## config.mk

```make
export PLATFORM = sky130hd
export DESIGN_NAME = axi_mem_tester
export DESIGN_NICKNAME = d
export VERILOG_FILES = /design/src/rtl/axi_tester_pkg.sv /design/src/rtl/axi_pattern_gen.sv /design/src/rtl/axi_mem_tester.sv
export SDC_FILE = /design/constraint.sdc
export NUM_CORES = 1
export LEC_CHECK = 0
export CAP_MARGIN = 20
export CORE_UTILIZATION = 40
export DETAILED_ROUTE_END_ITERATION = 7
export PLACE_DENSITY = 0.71
export SKIP_LAST_GASP = 1
export SLEW_MARGIN = 10
export SYNTH_ARGS = -nofsm -noshare
export SYNTH_HDL_FRONTEND = slang
export SYNTH_HIERARCHICAL = 1
export SYNTH_SLANG_ARGS = --single-unit
```

## constraint.sdc

```tcl
create_clock -name clk_i -period 5.3 [get_ports clk_i]
set_input_delay 0.795 -clock clk_i [delete_from_list [all_inputs] [get_ports clk_i]]
set_output_delay 0.795 -clock clk_i [all_outputs]
set_load 0.005 [all_outputs]
```

## src/rtl/axi_tester_pkg.sv

```systemverilog
// Shared types for the AXI memory tester: FSM states, AXI response/burst
// codes and the master/slave AXI channel bundles.
package axi_tester_pkg;

  localparam int unsigned AXI_ID_W   = 4;
  localparam int unsigned AXI_ADDR_W = 16;
  localparam int unsigned AXI_DATA_W = 32;
  localparam int unsigned AXI_STRB_W = AXI_DATA_W / 8;

  localparam logic [1:0] OKAY   = 2'b00;
  localparam logic [1:0] SLVERR = 2'b10;
  localparam logic [1:0] INCR   = 2'b01;

  typedef enum logic [2:0] {
    ST_IDLE,
    ST_AW,
    ST_W,
    ST_B,
    ST_AR,
    ST_R,
    ST_DONE
  } tester_state_e;

  // Master-to-slave signals of all five channels.
  typedef struct packed {
    logic [AXI_ID_W-1:0]   aw_id;
    logic [AXI_ADDR_W-1:0] aw_addr;
    logic [7:0]            aw_len;
    logic [2:0]            aw_size;
    logic [1:0]            aw_burst;
    logic                  aw_valid;
    logic [AXI_DATA_W-1:0] w_data;
    logic [AXI_STRB_W-1:0] w_strb;
    logic                  w_last;
    logic                  w_valid;
    logic                  b_ready;
    logic [AXI_ID_W-1:0]   ar_id;
    logic [AXI_ADDR_W-1:0] ar_addr;
    logic [7:0]            ar_len;
    logic [2:0]            ar_size;
    logic [1:0]            ar_burst;
    logic                  ar_valid;
    logic                  r_ready;
  } axi_mosi_t;

  // Slave-to-master signals of all five channels.
  typedef struct packed {
    logic                  aw_ready;
    logic                  w_ready;
    logic [AXI_ID_W-1:0]   b_id;
    logic [1:0]            b_resp;
    logic                  b_valid;
    logic                  ar_ready;
    logic [AXI_ID_W-1:0]   r_id;
    logic [AXI_DATA_W-1:0] r_data;
    logic [1:0]            r_resp;
    logic                  r_last;
    logic                  r_valid;
  } axi_miso_t;

endpackage

```

## src/rtl/axi_pattern_gen.sv

```systemverilog
// Beat counter and test-pattern adder shared by the write and read phases.
// Ports:
//   clk_i, rst_i  clock, async active-high reset
//   load_i        capture seed_i and restart at beat 0
//   seed_i        pattern seed
//   rewind_i      restart at beat 0 with the captured seed
//   adv_i         step to the next beat
//   pattern_o     seed + beat (registered)
//   last_o        high while on beat BURST_LEN-1 (registered)
module axi_pattern_gen #(
  parameter int unsigned DATA_W    = 32,
  parameter int unsigned BURST_LEN = 8
) (
  input  logic              clk_i,
  input  logic              rst_i,
  input  logic              load_i,
  input  logic [DATA_W-1:0] seed_i,
  input  logic              rewind_i,
  input  logic              adv_i,
  output logic [DATA_W-1:0] pattern_o,
  output logic              last_o
);

  localparam int unsigned BEAT_W = (BURST_LEN > 1) ? $clog2(BURST_LEN) : 1;

  logic [BEAT_W-1:0] beat_q, beat_d;
  logic [DATA_W-1:0] seed_q, seed_d;
  logic [DATA_W-1:0] pat_q, pat_d;
  logic              last_q, last_d;

  // Pattern tracks seed+beat incrementally so no wide adder sits on the beat.
  always_comb begin
    beat_d = beat_q;
    seed_d = seed_q;
    pat_d  = pat_q;
    if (load_i) begin
      seed_d = seed_i;
      beat_d = '0;
      pat_d  = seed_i;
    end else if (rewind_i) begin
      beat_d = '0;
      pat_d  = seed_q;
    end else if (adv_i) begin
      beat_d = beat_q + BEAT_W'(1);
      pat_d  = pat_q + DATA_W'(1);
    end
    last_d = (beat_d == BEAT_W'(BURST_LEN - 1));
  end

  always_ff @(posedge clk_i or posedge rst_i) begin
    if (rst_i) begin
      beat_q <= '0;
      seed_q <= '0;
      pat_q  <= '0;
      last_q <= 1'b0;
    end else begin
      beat_q <= beat_d;
      seed_q <= seed_d;
      pat_q  <= pat_d;
      last_q <= last_d;
    end
  end

  assign pattern_o = pat_q;
  assign last_o    = last_q;

endmodule

```

## src/rtl/axi_mem_tester.sv

```systemverilog
// AXI master that writes one INCR burst of seed+beat to BASE_ADDR, reads it
// back and counts every response, ID, data and rlast discrepancy.
// Ports:
//   clk_i, rst_i  clock, async active-high reset
//   start_i       launch one write-then-read test (IDLE only)
//   seed_i        pattern seed, sampled at start
//   out_mosi_o    AXI master outputs
//   out_miso_i    AXI slave responses
//   busy_o        high outside IDLE
//   done_o        one-cycle pulse at test end
//   pass_o        last test saw zero errors, held until next start
//   err_cnt_o     saturating error count
module axi_mem_tester
  import axi_tester_pkg::*;
#(
  parameter int unsigned ID_W_WIDTH     = 4,
  parameter int unsigned ID_R_WIDTH     = 4,
  parameter int unsigned ADDR_WIDTH     = 16,
  parameter int unsigned AXI_DATA_WIDTH = 32,
  parameter int unsigned BURST_LEN      = 8,
  parameter int unsigned BASE_ADDR      = 0,
  parameter int unsigned TX_ID          = 0
) (
  input  logic                      clk_i,
  input  logic                      rst_i,
  input  logic                      start_i,
  input  logic [AXI_DATA_WIDTH-1:0] seed_i,
  output axi_mosi_t                 out_mosi_o,
  input  axi_miso_t                 out_miso_i,
  output logic                      busy_o,
  output logic                      done_o,
  output logic                      pass_o,
  output logic [15:0]               err_cnt_o
);

  tester_state_e state_q, state_d;

  logic aw_valid_q, aw_valid_d;
  logic w_valid_q, w_valid_d;
  logic b_ready_q, b_ready_d;
  logic ar_valid_q, ar_valid_d;
  logic r_ready_q, r_ready_d;
  logic busy_q, busy_d;
  logic done_q, done_d;
  logic pass_q, pass_d;
  logic [15:0] err_q, err_d;

  logic                      pg_load, pg_rewind, pg_adv;
  logic [AXI_DATA_WIDTH-1:0] pattern;
  logic                      last_beat;

  logic       aw_hs, w_hs, b_hs, ar_hs, r_hs;
  logic [2:0] new_errs;
  logic [16:0] err_sum;

  axi_pattern_gen #(
    .DATA_W    (AXI_DATA_WIDTH),
    .BURST_LEN (BURST_LEN)
  ) u_pattern_gen (
    .clk_i     (clk_i),
    .rst_i     (rst_i),
    .load_i    (pg_load),
    .seed_i    (seed_i),
    .rewind_i  (pg_rewind),
    .adv_i     (pg_adv),
    .pattern_o (pattern),
    .last_o    (last_beat)
  );

  assign aw_hs = aw_valid_q & out_miso_i.aw_ready;
  assign w_hs  = w_valid_q  & out_miso_i.w_ready;
  assign b_hs  = b_ready_q  & out_miso_i.b_valid;
  assign ar_hs = ar_valid_q & out_miso_i.ar_ready;
  assign r_hs  = r_ready_q  & out_miso_i.r_valid;

  always_ff @(posedge clk_i or posedge rst_i) begin
    if (rst_i) state_q <= ST_IDLE;
    else       state_q <= state_d;
  end

  // Next state, error accounting and next values of the registered outputs.
  always_comb begin
    state_d   = state_q;
    err_d     = err_q;
    pass_d    = pass_q;
    pg_load   = 1'b0;
    pg_rewind = 1'b0;
    pg_adv    = 1'b0;
    new_errs  = 3'd0;
    err_sum   = 17'd0;

    case (state_q)
      ST_IDLE: begin
        if (start_i) begin
          pg_load = 1'b1;
          err_d   = 16'd0;
          pass_d  = 1'b0;
          state_d = ST_AW;
        end
      end
      ST_AW: if (aw_hs) state_d = ST_W;
      ST_W: begin
        if (w_hs) begin
          if (last_beat) state_d = ST_B;
          else           pg_adv  = 1'b1;
        end
      end
      ST_B: begin
        if (b_hs) begin
          pg_rewind = 1'b1;
          if ((out_miso_i.b_resp != OKAY) ||
              (out_miso_i.b_id[ID_W_WIDTH-1:0] != ID_W_WIDTH'(TX_ID)))
            new_errs = 3'd1;
          state_d = ST_AR;
        end
      end
      ST_AR: if (ar_hs) state_d = ST_R;
      ST_R: begin
        if (r_hs) begin
          new_errs = 3'((out_miso_i.r_data[AXI_DATA_WIDTH-1:0] != pattern))
                   + 3'((out_miso_i.r_resp != OKAY))
                   + 3'((out_miso_i.r_id[ID_R_WIDTH-1:0] != ID_R_WIDTH'(TX_ID)))
                   + 3'((out_miso_i.r_last != last_beat));
          if (last_beat) state_d = ST_DONE;
          else           pg_adv  = 1'b1;
        end
      end
      ST_DONE: state_d = ST_IDLE;
      default: state_d = ST_IDLE;
    endcase

    // Saturating accumulate; the IDLE clear is never combined with new errors.
    if (new_errs != 3'd0) begin
      err_sum = 17'(err_q) + 17'(new_errs);
      err_d   = err_sum[16] ? 16'hFFFF : err_sum[15:0];
    end

    if (state_d == ST_DONE) pass_d = (err_d == 16'd0);

    aw_valid_d = (state_d == ST_AW);
    w_valid_d  = (state_d == ST_W);
    b_ready_d  = (state_d == ST_B);
    ar_valid_d = (state_d == ST_AR);
    r_ready_d  = (state_d == ST_R);
    busy_d     = (state_d != ST_IDLE);
    done_d     = (state_d == ST_DONE);
  end

  always_ff @(posedge clk_i or posedge rst_i) begin
    if (rst_i) begin
      aw_valid_q <= 1'b0;
      w_valid_q  <= 1'b0;
      b_ready_q  <= 1'b0;
      ar_valid_q <= 1'b0;
      r_ready_q  <= 1'b0;
      busy_q     <= 1'b0;
      done_q     <= 1'b0;
      pass_q     <= 1'b0;
      err_q      <= 16'd0;
    end else begin
      aw_valid_q <= aw_valid_d;
      w_valid_q  <= w_valid_d;
      b_ready_q  <= b_ready_d;
      ar_valid_q <= ar_valid_d;
      r_ready_q  <= r_ready_d;
      busy_q     <= busy_d;
      done_q     <= done_d;
      pass_q     <= pass_d;
      err_q      <= err_d;
    end
  end

  // Address/control fields are constant, so they are stable through any stall.
  always_comb begin
    out_mosi_o          = '0;
    out_mosi_o.aw_id    = AXI_ID_W'(ID_W_WIDTH'(TX_ID));
    out_mosi_o.aw_addr  = AXI_ADDR_W'(ADDR_WIDTH'(BASE_ADDR));
    out_mosi_o.aw_len   = 8'(BURST_LEN - 1);
    out_mosi_o.aw_size  = 3'($clog2(AXI_DATA_WIDTH / 8));
    out_mosi_o.aw_burst = INCR;
    out_mosi_o.aw_valid = aw_valid_q;
    out_mosi_o.w_data   = AXI_DATA_W'(pattern);
    out_mosi_o.w_strb   = '1;
    out_mosi_o.w_last   = w_valid_q & last_beat;
    out_mosi_o.w_valid  = w_valid_q;
    out_mosi_o.b_ready  = b_ready_q;
    out_mosi_o.ar_id    = AXI_ID_W'(ID_R_WIDTH'(TX_ID));
    out_mosi_o.ar_addr  = AXI_ADDR_W'(ADDR_WIDTH'(BASE_ADDR));
    out_mosi_o.ar_len   = 8'(BURST_LEN - 1);
    out_mosi_o.ar_size  = 3'($clog2(AXI_DATA_WIDTH / 8));
    out_mosi_o.ar_burst = INCR;
    out_mosi_o.ar_valid = ar_valid_q;
    out_mosi_o.r_ready  = r_ready_q;
  end

  assign busy_o    = busy_q;
  assign done_o    = done_q;
  assign pass_o    = pass_q;
  assign err_cnt_o = err_q;

endmodule

```

Word-level counts from Yosys, hierarchy flattened
Index checks and enable logic that the tools add are counted.
{ "classes": {"add_sub_neg": 6, "eq_ne": 14, "mux": 34, "n_bitwise": 6, "n_reduce_logical": 13} }
{ "op_table": {"columns": ["op", "n"], "rows": [
  ["32-bit 2-to-1 mux", 3],
  ["16-bit 2-to-1 mux", 4],
  ["3-bit 2-to-1 mux", 12],
  ["32-bit by 1-bit adder with 32-bit output, second input constant", 1],
  ["32-bit inequality test", 1],
  ["3-bit == test, second input constant", 6],
  ["3-bit one-hot mux with 6 select lines", 1],
  ["16-bit by 3-bit adder with 17-bit output", 1],
  ["16-bit zero test", 1],
  ["3-bit by 2-bit == test with 1-bit output, second input constant", 4],
  ["1-bit 2-to-1 mux", 12],
  ["3-bit nonzero test", 3],
  ["2-bit nonzero test", 4],
  ["4-bit nonzero test", 2],
  ["1-bit AND", 6],
  ["3-bit by 1-bit == test with 1-bit output, second input constant", 2],
  ["3-bit one-hot mux with 2 select lines", 1],
  ["2-bit by 1-bit adder with 3-bit output", 1],
  ["3-bit by 1-bit adder with 3-bit output", 1],
  ["3-bit by 1-bit adder with 3-bit output, second input constant", 1],
  ["3-bit zero test", 1],
  ["1-bit by 1-bit adder with 2-bit output", 1],
  ["1-bit one-hot mux with 2 select lines", 1],
  ["2-bit AND reduction", 1],
  ["2 further kinds", 2]
]} }
{ "word_totals": {"register_bits": 95, "input_bits": 85, "out_inout_bits": 127} }

Depth between registers and ports, before layout
{ "depth": {"ltp_word": 11, "mapped_depth": 17} }

Hierarchy
Netlist, hierarchy kept.
{ "modules_own_cells": {"columns": ["module", "n_inst", "cells_each", "area_per_inst_um2", "seq_area_each_um2"], "rows": [
  ["axi_pattern_gen", 1, 375, 3651.0, 1701.6],
  ["axi_mem_tester", 1, 325, 2775.2, 675.6]
]} }

Least setup slack after synthesis
Ideal clock, no wire load.
{ "synth_path": {"path_kind": "input port to flip-flop", "from": "in out_miso_i[19] in the netlist's numbering", "to": "reg pass_q (netlist: pass_o)", "arrival_ns": 4.388, "required_time_ns": 5.205, "path_slack_ns": 0.817, "stages": 16, "n_path_buf": 0, "cell_sequence": "xnor2_1 nand4_1 nor4_1 nand2_1 fa_1 ha_1 ha_1 and3_1 fa_1 a21oi_1 nor2_1 and2_1 or4_1 a32oi_1 nand4_1 o31ai_1"} }
{ "synth_via": {"elab_chain_cells": 11, "elab_cells_between_ends": 12} }
{ "synth_lines": {"columns": ["element", "line", "source"], "rows": [
  ["start, declared", "axi_mem_tester.sv:29", "input axi_miso_t out_miso_i,"],
  ["32-bit inequality test (*)", "axi_mem_tester.sv:120", "new_errs = 3'((out_miso_i.r_data[AXI_DATA_WIDTH-1:0] != pattern))"],
  ["1-bit by 1-bit adder with 2-bit output (*)", "axi_mem_tester.sv:121", "+ 3'((out_miso_i.r_resp != OKAY))"],
  ["2-bit by 1-bit adder with 3-bit output (*)", "axi_mem_tester.sv:122", "+ 3'((out_miso_i.r_id[ID_R_WIDTH-1:0] != ID_R_WIDTH'(TX_ID)))"],
  ["3-bit by 1-bit adder with 3-bit output (*)", "axi_mem_tester.sv:123", "+ 3'((out_miso_i.r_last != last_beat));"],
  ["3-bit 2-to-1 mux (*)", "axi_mem_tester.sv:119", "if (r_hs) begin"],
  ["3-bit one-hot mux with 2 select lines (*)", "axi_mem_tester.sv:92", "case (state_q)"],
  ["16-bit by 3-bit adder with 17-bit output", "axi_mem_tester.sv:134", "err_sum = 17'(err_q) + 17'(new_errs);"],
  ["16-bit 2-to-1 mux", "axi_mem_tester.sv:135", "err_d = err_sum[16] ? 16'hFFFF : err_sum[15:0];"],
  ["16-bit 2-to-1 mux (*)", "axi_mem_tester.sv:133", "if (new_errs != 3'd0) begin"],
  ["16-bit zero test (*)", "axi_mem_tester.sv:138", "if (state_d == ST_DONE) pass_d = (err_d == 16'd0);"],
  ["1-bit 2-to-1 mux (*)", "axi_mem_tester.sv:138", null],
  ["end signal, assigned", "axi_mem_tester.sv:168", "pass_q <= pass_d;"],
  ["end, declared", "axi_mem_tester.sv:45", "logic pass_q, pass_d;"]
]} }
Mark *: on every way between the ends. The rest lies on a longest branch, timed or not.
A chain may end at the register's enable or synchronous reset.

Worst setup path in the final report
{ "layout_path": {"from": "in out_miso_i[24] in the netlist's numbering", "to": "reg pass_q (netlist: pass_o)"} }
Same word-level chain as after synthesis.

==> impl_metrics.csv <==
group,metric,value,unit
sta,setup_viol,0,
route,ant_nets,0,
layout,antenna_cells,0,
power_and_ir_drop,powerDensity,427,mW/mm2
place,portBuffers,141,
power_and_ir_drop,p_int,2120,uW
run_status,run_status,"completed",
route,post_drt_wl_per_cell,17.5,um
floorplan,die-height,129,um
cts,clock_sinks,95,
power_and_ir_drop,comb_power_share,0.403,
layout,final_cells,1047,
power_and_ir_drop,worst_ir_drop_vdd,0.224,mV
floorplan,ioPinCount,212,
power_and_ir_drop,p_sw,1330,uW
power_and_ir_drop,clockPowerShare,0.190,
route,via_per_inst,5.48,
sta,hold_slack,0.509,ns
setup_path,end_kind,"flop",
global_routing,grt_util_met3,0.0511,
sta,finClkSkew,0.0120,ns
cts,worstSkewPairLatency,0.36,ns
sta,tightest_slew,0.942,ns
sta,fin_crit,4.95,ns
setup_path,r2r-start,"u_pattern_gen/pattern_o[20]$_DFFE_PP0P_",
sta,fin_crit_sh,0.934,
sta,final_max_slew_viol_count,0,
setup_path,crit_start,"out_miso_i[24]",
sta,layout_setup_ws,0.349,ns
setup_path,crit_type,"in -> reg",
global_routing,grt_pass1_vias,5453,
place,dp.final_hpwl,13400,um
global_routing,use_met1,0.308,
route,dr.first_iter.drc_count,694,
cts,path_clk_slew,0.07,ns
global_routing,gr-total-overflow,0,
cts,post-cts-setup-buffers,0,
synthesis,ys_seq_elements,95,
cts,cts_buffer_depth,2,
route,routed_wirelength,18400,um
setup_path,start_kind,"input port",
global_routing,grt_pass1_wl,29000,um
floorplan,die_w,129,um
route,route.vias.total,5737,
cts,cts_tree,"yes",
place,place_ws,-0.0158,ns
route,drc,0,
layout,drive_above_1_share,0.0945,
setup_path,reg2reg_to,"pass_o$_DFFE_PP0P_",
synthesis,synthTopCellsByArea,"dfrtp_1, buf_4, xnor2_1, mux2_2, a21oi_1",
layout,fill_cells,1474,
synthesis,ys_async_sr_fraction,1.00,
sta,finalHoldViolCount,0,
route,drt_pass1_iterations,5,
floorplan,coreArea,0.0154,mm2
cts,cts_max_level,3,
synthesis,ys.flop_type,"dfrtp_1",
floorplan,initial_utilization,0.417,
power_and_ir_drop,p_leak,0.00330,uW
place,dp.cells,1030,
setup_path,reg2reg_setup_slack,0.68,ns
setup_path,critPathMaxFanout,4,
synthesis,yosysUniqueCellTypes,78,
sta,rsz0062_at_grt,"no",
cts,cts_root_buffer,"clkbuf_16",
global_routing,antenna_found_initial,0,
global_routing,grt.total_usage,0.228,
synthesis,synthCells,700,
synthesis,synth_top_area_cell,"dfrtp_1",
setup_path,setup.worst_path.end,"pass_o$_DFFE_PP0P_",
synthesis,ys_seq_area_frac,0.370,
layout,synthToLayoutAreaGrowth,26.1,%
place,gp_congestion,0.916,
cts,cts_resized,0,
sta,setup_tns,0,ns
setup_path,critPathRequiredTime,5.57,ns
cts,hold_buffers,0,
setup_path,crit_arrival,5.22,ns
power_and_ir_drop,power.share.switching,0.386,
synthesis,yosys_warnings,6,
layout,layout.nets,925,
global_routing,busiest_layer,"met2",
synthesis,syn_avg_cell_area,9.18,um2
floorplan,rows,45,
worst_hold_path,min_path_type,"reg -> reg",
global_routing,use_met2,0.362,
power_and_ir_drop,pwr-share-seq,0.407,
power_and_ir_drop,totalPowerFinal,3460,uW
setup_path,ff2ff_path_depth,16,
cts,numCtsBuffers,9,
sta,max_slew_margin,0.370,
global_routing,grt_max_degree,64,
synthesis,synth_edf_count,0,
synthesis,syn-cell-area,0.00643,mm2
job,cap_violations,0,
synthesis,yosysTopAreaCellShare,0.370,
sta,fmax,0.202,GHz
floorplan,die_area,0.0166,mm2
## cell families (layout without fill, tap and decap cells)
| group | count (synthesis) | after routing | share of synthesized area |
|---|---|---|---|
| AOI/OAI and AO/OA | 164 | 164 | 0.172 |
| xor gates and xnor gates | 50 | 50 | 0.0681 |
| adders and majority gates | 9 | 9 | 0.0199 |
| buffers and inverters | 129 | 197 | 0.122 |
| DFF | 95 | 95 | 0.370 |
| muxes | 27 | 27 | 0.0469 |
| other | 2 | 70 | 0.00117 |
| and+or+nand+nor | 224 | 224 | 0.200 |
## critical path: stages
cell and delay [ns]:
clkdlybuf4s50_1 0.41, xnor2_1 0.33, nand4_1 0.19, nor4_1 0.30, nand2_1 0.16, fa_1 0.50
ha_1 0.21, ha_1 0.28, and3_1 0.18, fa_1 0.42, a21oi_1 0.20, nor2_1 0.08
and2_1 0.18, or4_1 0.47, a32oi_1 0.16, nand4_1 0.11, o31ai_1 0.24
## power by group through the flow
stage	clock [uW]	combinational, uW	sequential [uW]
6_report	657	1390	1410
5_1_grt	698	1520	1450
4_1_cts	671	1380	1400
3_5_place_dp	0	1370	1410
3_3_place_gp	0	1350	1400
2_1_floorplan	0	901	1280
## stage by stage
stage	utilization	area, um2
3_3_place_gp	0.504	7780
5_1_grt	0.525	8100
4_1_cts	0.523	8070
3_5_place_dp	0.504	7780
6_report	0.525	8100
2_1_floorplan	-	6680
## cell type report
| type | count | area (um2) | share of cell area |
|---|---|---|---|
| well taps | 211 | 264 | 0.0326 |
| inverters | 26 | 97.6 | 0.0120 |
| clock inverters | 5 | 58.8 | 0.00726 |
| repair buffers | 155 | 1550 | 0.191 |
| clock buffers | 11 | 233 | 0.0287 |
| multi-input cells | 544 | 3520 | 0.435 |
| flip-flops and latches | 95 | 2380 | 0.293 |
## flip-flops by register name, summed over array words and instances, names as in the netlist, 3 cells and up
register and count:
err_cnt_o 16, u_pattern_gen/seed_q 32, state_q 3, u_pattern_gen/pattern_o 32
u_pattern_gen/beat_q 3
## synthesized netlist by cell type, drive strengths merged (6+ instances only)
cell    count
and3       15
a22oi      12
buf        89
a22o        6
xnor2      39
nor3       15
and2       14
mux2       22
nand2      51
dfrtp      95
or3         6
xor2       11
nand4      23
clkbuf     14
a21oi      41
inv        26
nand3      31
o221ai      8
o21ai      39
nor4        9
nor2       34
ha          7
a31oi       8
## routing by layer
layer  share of wire  up-vias  routed length, um
met4           0.022        0                413
met2            0.47      302               8660
met1            0.43     2743               7820
met3           0.080       36               1470
met5               0        -                  0
li1                -     2656                  -
## placed cells by master, fill, tap and decap left out, drive strengths merged, types with 15 or more instances in the layout
master	netlist	routed
xnor2	39	39
and3	15	15
a21oi	41	41
nand3	31	31
conb	2	70
clkdlybuf4s50	0	141
dfrtp	95	95
nor2	34	34
inv	26	26
mux2	22	22
nand4	23	23
nor3	15	15
o21ai	39	39
nand2	51	51
## how the worst min path moves through the flow
stage,from,to,slack [ns],cells after the start
after detailed placement,u_pattern_gen/seed_q[31]$_DFFE_PP0P_,u_pattern_gen/seed_q[31]$_DFFE_PP0P_,0.50,1
after global placement,u_pattern_gen/seed_q[5]$_DFFE_PP0P_,u_pattern_gen/seed_q[5]$_DFFE_PP0P_,0.49,1
final,u_pattern_gen/seed_q[24]$_DFFE_PP0P_,u_pattern_gen/pattern_o[24]$_DFFE_PP0P_,0.51,2
after CTS,u_pattern_gen/seed_q[31]$_DFFE_PP0P_,u_pattern_gen/seed_q[31]$_DFFE_PP0P_,0.51,1
after floorplan,u_pattern_gen/seed_q[16]$_DFFE_PP0P_,u_pattern_gen/pattern_o[16]$_DFFE_PP0P_,0.47,2
after global routing,u_pattern_gen/seed_q[15]$_DFFE_PP0P_,u_pattern_gen/seed_q[15]$_DFFE_PP0P_,0.52,1
(Power assumes the default switching activity.)
